## src/rtl/uart_pkg.sv

```systemverilog
// Shared constants and FSM encoding for the UART transmit arbiter.
package uart_pkg;
    localparam int BYTE_W        = 8;
    localparam int BUSY_WAIT_DEF = 16;

    typedef enum logic [2:0] {
        ST_IDLE,
        ST_LOAD,
        ST_START,
        ST_WAIT_BUSY,
        ST_WAIT_DONE
    } state_t;
endpackage

```

## src/rtl/rr_arbiter.sv

```systemverilog
// Combinational round-robin picker: first requester after 'last', wrapping around.
// Zero latency; no state, the caller owns last-grant tracking.
module rr_arbiter #(
    parameter int NUM_REQ = 2
) (
    input  logic [NUM_REQ-1:0] req,
    input  logic [1:0]         last,
    output logic [NUM_REQ-1:0] grant,
    output logic [1:0]         index
);
    logic w_found;

    always_comb begin
        grant   = '0;
        index   = '0;
        w_found = 1'b0;
        for (int k = 1; k <= NUM_REQ; k++) begin
            for (int i = 0; i < NUM_REQ; i++) begin
                if (!w_found && req[i] && (i == (int'(last) + k) % NUM_REQ)) begin
                    grant[i] = 1'b1;
                    index    = 2'(i);
                    w_found  = 1'b1;
                end
            end
        end
    end
endmodule

```

## src/rtl/uart_tx_arb.sv

```systemverilog
// Arbitrates NUM_REQ byte requesters onto one UART transmitter; valid->send_en is 2 cycles.
// Backpressure: req_ready only in IDLE with the transmitter free; bytes held by requesters until granted.
module uart_tx_arb
    import uart_pkg::*;
#(
    parameter int NUM_REQ   = 2,
    parameter int BUSY_WAIT = BUSY_WAIT_DEF
) (
    input  logic                      sys_clk,
    input  logic                      sys_rst,
    input  logic [NUM_REQ-1:0]        req_valid,
    input  logic [BYTE_W*NUM_REQ-1:0] req_data,
    output logic [NUM_REQ-1:0]        req_ready,
    output logic                      send_en,
    output logic [BYTE_W-1:0]         send_data,
    input  logic                      tx_busy,
    output logic [1:0]                grant_id,
    output logic                      err_timeout
);
    localparam int CW = $clog2(BUSY_WAIT + 1);

    state_t              r_state, w_state_nxt;
    logic [CW-1:0]       r_cnt;
    logic [1:0]          r_last;
    logic [BYTE_W-1:0]   r_send_data, w_byte;
    logic [1:0]          r_grant_id, w_idx;
    logic [NUM_REQ-1:0]  w_grant;
    logic                w_accept, w_cnt_clr, w_cnt_inc;

    rr_arbiter #(.NUM_REQ(NUM_REQ)) u_rr (
        .req   (req_valid),
        .last  (r_last),
        .grant (w_grant),
        .index (w_idx)
    );

    always_comb begin
        w_byte = '0;
        for (int i = 0; i < NUM_REQ; i++) begin
            if (w_grant[i]) w_byte = req_data[BYTE_W*i +: BYTE_W];
        end
    end

    // Grant is gated by reset so req_ready stays low while reset is held.
    always_comb begin
        w_state_nxt = r_state;
        req_ready   = '0;
        send_en     = 1'b0;
        err_timeout = 1'b0;
        w_accept    = 1'b0;
        w_cnt_clr   = 1'b0;
        w_cnt_inc   = 1'b0;
        case (r_state)
            ST_IDLE: begin
                if (!sys_rst && !tx_busy && (|req_valid)) begin
                    req_ready   = w_grant;
                    w_accept    = 1'b1;
                    w_state_nxt = ST_LOAD;
                end
            end
            ST_LOAD:  w_state_nxt = ST_START;
            ST_START: begin
                send_en     = 1'b1;
                w_cnt_clr   = 1'b1;
                w_state_nxt = ST_WAIT_BUSY;
            end
            ST_WAIT_BUSY: begin
                if (tx_busy) begin
                    w_state_nxt = ST_WAIT_DONE;
                end else if (r_cnt == CW'(BUSY_WAIT - 1)) begin
                    err_timeout = 1'b1;
                    w_state_nxt = ST_IDLE;
                end else begin
                    w_cnt_inc = 1'b1;
                end
            end
            ST_WAIT_DONE: begin
                if (!tx_busy) w_state_nxt = ST_IDLE;
            end
            default: w_state_nxt = ST_IDLE;
        endcase
    end

    always_ff @(posedge sys_clk or posedge sys_rst) begin
        if (sys_rst) begin
            r_state     <= ST_IDLE;
            r_cnt       <= '0;
            r_last      <= 2'(NUM_REQ - 1);
            r_send_data <= '0;
            r_grant_id  <= '0;
        end else begin
            r_state <= w_state_nxt;
            if (w_cnt_clr)      r_cnt <= '0;
            else if (w_cnt_inc) r_cnt <= r_cnt + CW'(1);
            if (w_accept) begin
                r_send_data <= w_byte;
                r_grant_id  <= w_idx;
                r_last      <= w_idx;
            end
        end
    end

    assign send_data = r_send_data;
    assign grant_id  = r_grant_id;
endmodule

```

## config.mk

```make
export PLATFORM = sky130hd
export DESIGN_NAME = uart_tx_arb
export DESIGN_NICKNAME = d
export VERILOG_FILES = /design/src/rtl/uart_pkg.sv /design/src/rtl/rr_arbiter.sv /design/src/rtl/uart_tx_arb.sv
export SDC_FILE = /design/constraint.sdc
export NUM_CORES = 1
export LEC_CHECK = 0
export ABC_AREA = 0
export BUFFER_PORTS_ARGS = -buffer_cell sky130_fd_sc_hd__buf_2
export CORE_ASPECT_RATIO = 1.2
export CORE_MARGIN = 8
export CORE_UTILIZATION = 30
export DETAILED_ROUTE_END_ITERATION = 16
export HOLD_SLACK_MARGIN = 0.08
export PLACE_DENSITY = 0.65
export SLEW_MARGIN = 25
export SYNTH_ARGS = -nofsm -noshare
export SYNTH_HDL_FRONTEND = slang
export SYNTH_SLANG_ARGS = --single-unit
```

## constraint.sdc

```tcl
create_clock -name sys_clk -period 3.9 [get_ports sys_clk]
set_input_delay 0.39 -clock sys_clk [delete_from_list [all_inputs] [get_ports sys_clk]]
set_output_delay 0.39 -clock sys_clk [all_outputs]
set_load 0.02 [all_outputs]
```

## After elaboration in Yosys (flattened, before gate mapping)

Cells that the tools add are included.

- Add/sub/neg operators: 3
- $mul: 0
- Divide/modulo/power cells: 0
- $lt $le $gt $ge: 0
- Equal/unequal tests: 10
- Shift operators: 0
- Mux-type cells: 29
- Bitwise logic cells: 2
- Reductions and logical operators: 20

Operators with widths:

| cell | count |
|---|---|
| logical NOT 32 bit | 2 |
| two-way mux 1 bit | 18 |
| two-way mux 8 bit | 2 |
| case mux 3 bit (5 select lines) | 1 |
| two-way mux 3 bit | 4 |
| two-way mux 5 bit | 2 |
| logical AND 1 bit | 9 |
| equality test 3 x 2 -> 1 bit (second input constant) | 2 |
| adder 5 x 1 -> 5 bit (second input constant) | 1 |
| equality test 5 x 4 -> 1 bit (second input constant) | 1 |
| logical NOT 1 bit | 5 |
| equality test 2 bit (first input constant) | 2 |
| two-way mux 2 bit | 2 |
| != test 2 bit (second input constant) | 2 |
| equality test 3 x 1 -> 1 bit (second input constant) | 1 |
| equality test 3 bit (second input constant) | 1 |
| logical NOT 3 bit | 1 |
| != test 3 bit (second input constant) | 1 |
| AND reduction 3 bit | 1 |
| adder 1 bit (second input constant) | 2 |
| bitwise AND 1 bit (first input constant) | 2 |
| nonzero test 2 bit | 1 |
| OR reduction 2 bit | 1 |

- Register bits: 18
- Latch bits: 0
- Memory bits (writable): 0
- ROM bits: 0
- Input port bits: 21
- Output and inout port bits: 14
- Logic and storage cells: 69
- Memories kept: 0

## Longest topological paths before layout

- Depth after elaboration: 19
- Mapped depth: 6
- Gate-level depth less buffers: 6

## Hierarchy

Synthesis repeated with hierarchy kept, for this count alone.

- Cells, all modules: 95
- Area, all modules: 1071.0 µm²

By module, submodules not included:

| module | instances | cells an instance | area each (µm²) | seq. area each (µm²) |
|---|---|---|---|---|
| uart_tx_arb | 1 | 89 | 1033.5 | 476.7 |
| rr_arbiter | 1 | 6 | 37.5 | 0.0 |

## Worst setup path after synthesis

No wires, ideal clock.

- Kind: register to register
- From: reg r_cnt[0]
- To: reg r_cnt[2]
- Setup time: 0.073 ns
- Arrival time: 1.574 ns
- Data required time: 3.827 ns
- Path slack: 2.253 ns
- Cell stages (with the launch flop): 7
- Path buffers: 0
- Period minus slack after synthesis: 1.647 ns
- Path through: dfrtp_1 -> ha_1 -> and3_1 -> ha_1 -> nand2b_1 -> or3_1 -> a21oi_2

- Cells in the longest elaborated chain, start to end: 5
- Elaborated cells between the ends (all ways): 8
- Classes of those cells: add/sub: 1; eq/ne: 1; mux: 5; reduce/logical: 1

RTL lines:

| element | RTL line | RTL |
|---|---|---|
| start, declared | uart_tx_arb.sv:23 | `logic [CW-1:0] r_cnt;` |
| start signal, assigned | uart_tx_arb.sv:94 | `else if (w_cnt_inc) r_cnt <= r_cnt + CW'(1);` |
| parallel branches: the longest is 5 deep, another holds adder 5 x 1 -> 5 bit | - |  |

Several ways; the timed one is not identified. The select of a mux whose other input is x is not followed.
A chain may end at the register's enable or synchronous reset.

## Worst setup path in the final report

- From: reg r_state[1]
- To: out req_ready[1]

- Cells in the longest elaborated chain, start to end: 2

RTL lines:

| element | RTL line | RTL |
|---|---|---|
| start, declared | uart_tx_arb.sv:22 | `state_t r_state, w_state_nxt;` |
| start signal, assigned | uart_tx_arb.sv:92 | `r_state <= w_state_nxt;` |
| logical NOT 3 bit | uart_tx_arb.sv:53 | `case (r_state)` |
| two-way mux 2 bit | uart_tx_arb.sv:53 |  |
| end, declared | uart_tx_arb.sv:13 | `output logic [NUM_REQ-1:0] req_ready,` |

Every way passes these cells.

==> run summary <==
Min Hold Slack: 0.247 ns
TritonCTS buffer count: 3
Highest Clock Rate: 462 MHz
Hold Fails Final Rpt: 0
# H-tree levels: 1
CTS tree: done
DRC violations left: 0
Die span in x: 68.5 um
Synthesized Nets: 107
Final Slew Violations: 0
Top cell type by total area after synthesis: dfrtp_1
Lkg Pwr: 0.608 nW
Status: finished, final reports clean
Number of distinct library cells after synthesis: 33
RSZ-0062 raised after global routing: no
Starting DRT DRC Count: 36
Share of cells above drive strength 1: 44.8%
Critical path class: flop to primary output
Initial antenna violation count: 0
Synth Instances: 84
Initial core utilization: 30.5%
Syn_area_per_cell: 11.8 um2
CTS clk-pin slew, worst paths: 0.07 ns
WL per Instance: 15.3 um
Worst slew margin: 47.8%
Number of synthesized register bits: 18
Final core utilization: 37.6%
Crit path time final: 2.16 ns
Post-synthesis cell area: 992 um2
Final worst-path cycle share: 55.5%
Fin area: 1220 um2
Synth Flop Type: dfrtp_1
Placed Area: 1170 um2
Via Count: 767
CP Capture Type: primary output
Critical Path Source Type: flop
Detailed-route wire length: 2340 um
Ys async rst share: 100%
Clock skew: 0.00650 ns
Drt first pass iters: 4
Multi-input gate area: 485 um2
Worst R2R Start: r_cnt[0]
Sequential cell area: 452 um2
Hpwl dp: 1800 um
Ant diodes: 0
Register area share after synthesis: 45.5%
Final Non-Filler Cells: 153
Net count, final: 140
Crit path max fanout: 12
Setup violations, final: 0
Io pins: 35
Top cell type's share of synthesized area: 42.9%
Die area: 5410 um2
Inst Count DP: 149
RePlAce Congestion: 0.760
Post-DR vias/cell: 5.01
Synth Warn #: 0
Post-synth EDFFs: 0
Arrival time worst endpoint: 1.77 ns
HP Class: input port to async pin
Hold Buf Count CTS: 0
Worst EP required: 3.51 ns
I/O Buffers: 33
Setup TNS Final: 0 ns
Post-route ant nets: 0
Maximum VDD drop: 0.374 mV
Max-cap viol count: 0
Global Route Usage Sum: 9.03%
Most frequent cells after synthesis: dfrtp_1, a32o_1, mux2_4, nand2_1
CP startpoint: r_state[1]
CTS resizes: 0
Pwr per Cell Area: 662 nW/um2
Worst slew pin tran: 0.781 ns
Setup bufs post-CTS: 0
First-pass GRT wire length: 3800 um
Root cell of the clock tree: clkbuf_8
Row count: 23
Clk sinks: 18
Core box area: 3250 um2
FILL cells: 325
Worst-Skew Late Latency: 0.25 ns
Vias in the first global route: 851
Most frequent cell after synthesis: dfrtp_1
P&R area growth vs syn: 23.2%
Die height: 79 um
Deepest clock path buffer count: 2
Overflow after GRT: 0
Largest net degree at the start of global routing: 19
Top cells by area, synth: dfrtp_1, mux2_4, a32o_1, mux2i_1, dfstp_2
[cell type report]
| type | instances | area share [%] |
|---|---|---|
| clock buffer | 4 | 4.50 |
| timing repair buffer | 33 | 13.5 |
| sequential | 18 | 36.9 |
| multi-input combinational | 56 | 39.7 |
| inverter | 5 | 1.54 |
| tap | 37 | 3.79 |
[through the flow]
step | power, mW | setup WS (ns)
floorplan | 0.565 | 2.25
global placement | 0.652 | 1.93
global route | 0.866 | 1.59
detailed placement | 0.662 | 1.87
CTS | 0.820 | 1.71
finish | 0.810 | 1.74
[cells by family after synthesis]
| kind of cell | share of synthesized area (%) |
|---|---|
| fa+ha+maj | 2.52 |
| buf+inv | 5.55 |
| compound gates | 13.0 |
| xor+xnor | 0.883 |
| simple gates | 13.7 |
| flops | 45.5 |
| mux | 18.4 |
| other cells | 0.378 |
[sequential cells by signal, summed over array words and instances (netlist names)]
signal / count
send_data: 8
r_last: 1
r_cnt: 5
grant_id: 1
r_state: 3
[worst max-delay path: stages, from the launching register on]
cell      delay [ns]
dfrtp_1         0.45
nor2_1          0.20
nand4b_2        0.45
nor2b_1         0.23
buf_2           0.19
[path summary, 6_finish.rpt]
path,slack (ns),endpoint,cells after the start
max,1.74,req_ready[1],4
min,0.25,send_data[4],2
max reg2reg,2.12,r_cnt[2],6
min reg2reg,0.50,r_cnt[3],1
max in group asynchronous,3.20,r_cnt[0],2
min in group sys_clk,0.40,r_state[2],2
[placed cells by master (no fill, tap or decap), types with 2 or more instances in the layout]
cell / n
buf_2: 33
mux2i_1: 4
nand2b_1: 2
dfrtp_1: 17
mux2_4: 8
inv_1: 5
ha_1: 2
nor2_1: 5
mux2_2: 2
clkbuf_8: 4
a32o_1: 8
nand2_1: 6
[where the power goes]
part | switching (mW) | internal [mW] | leakage [nW]
registers | 0.0571 | 0.260 | 0.230
clock network | 0.0649 | 0.0897 | 0.0288
logic | 0.175 | 0.162 | 0.349
[routing by layer]
| layer | GRT usage, % | wire (um) |
|---|---|---|
| met5 | 0 | 0 |
| met4 | 2.05 | 6 |
| met3 | 4.78 | 251 |
| met2 | 14.4 | 1110 |
| met1 | 10.3 | 974 |
Power figures use the tool's default switching activity.
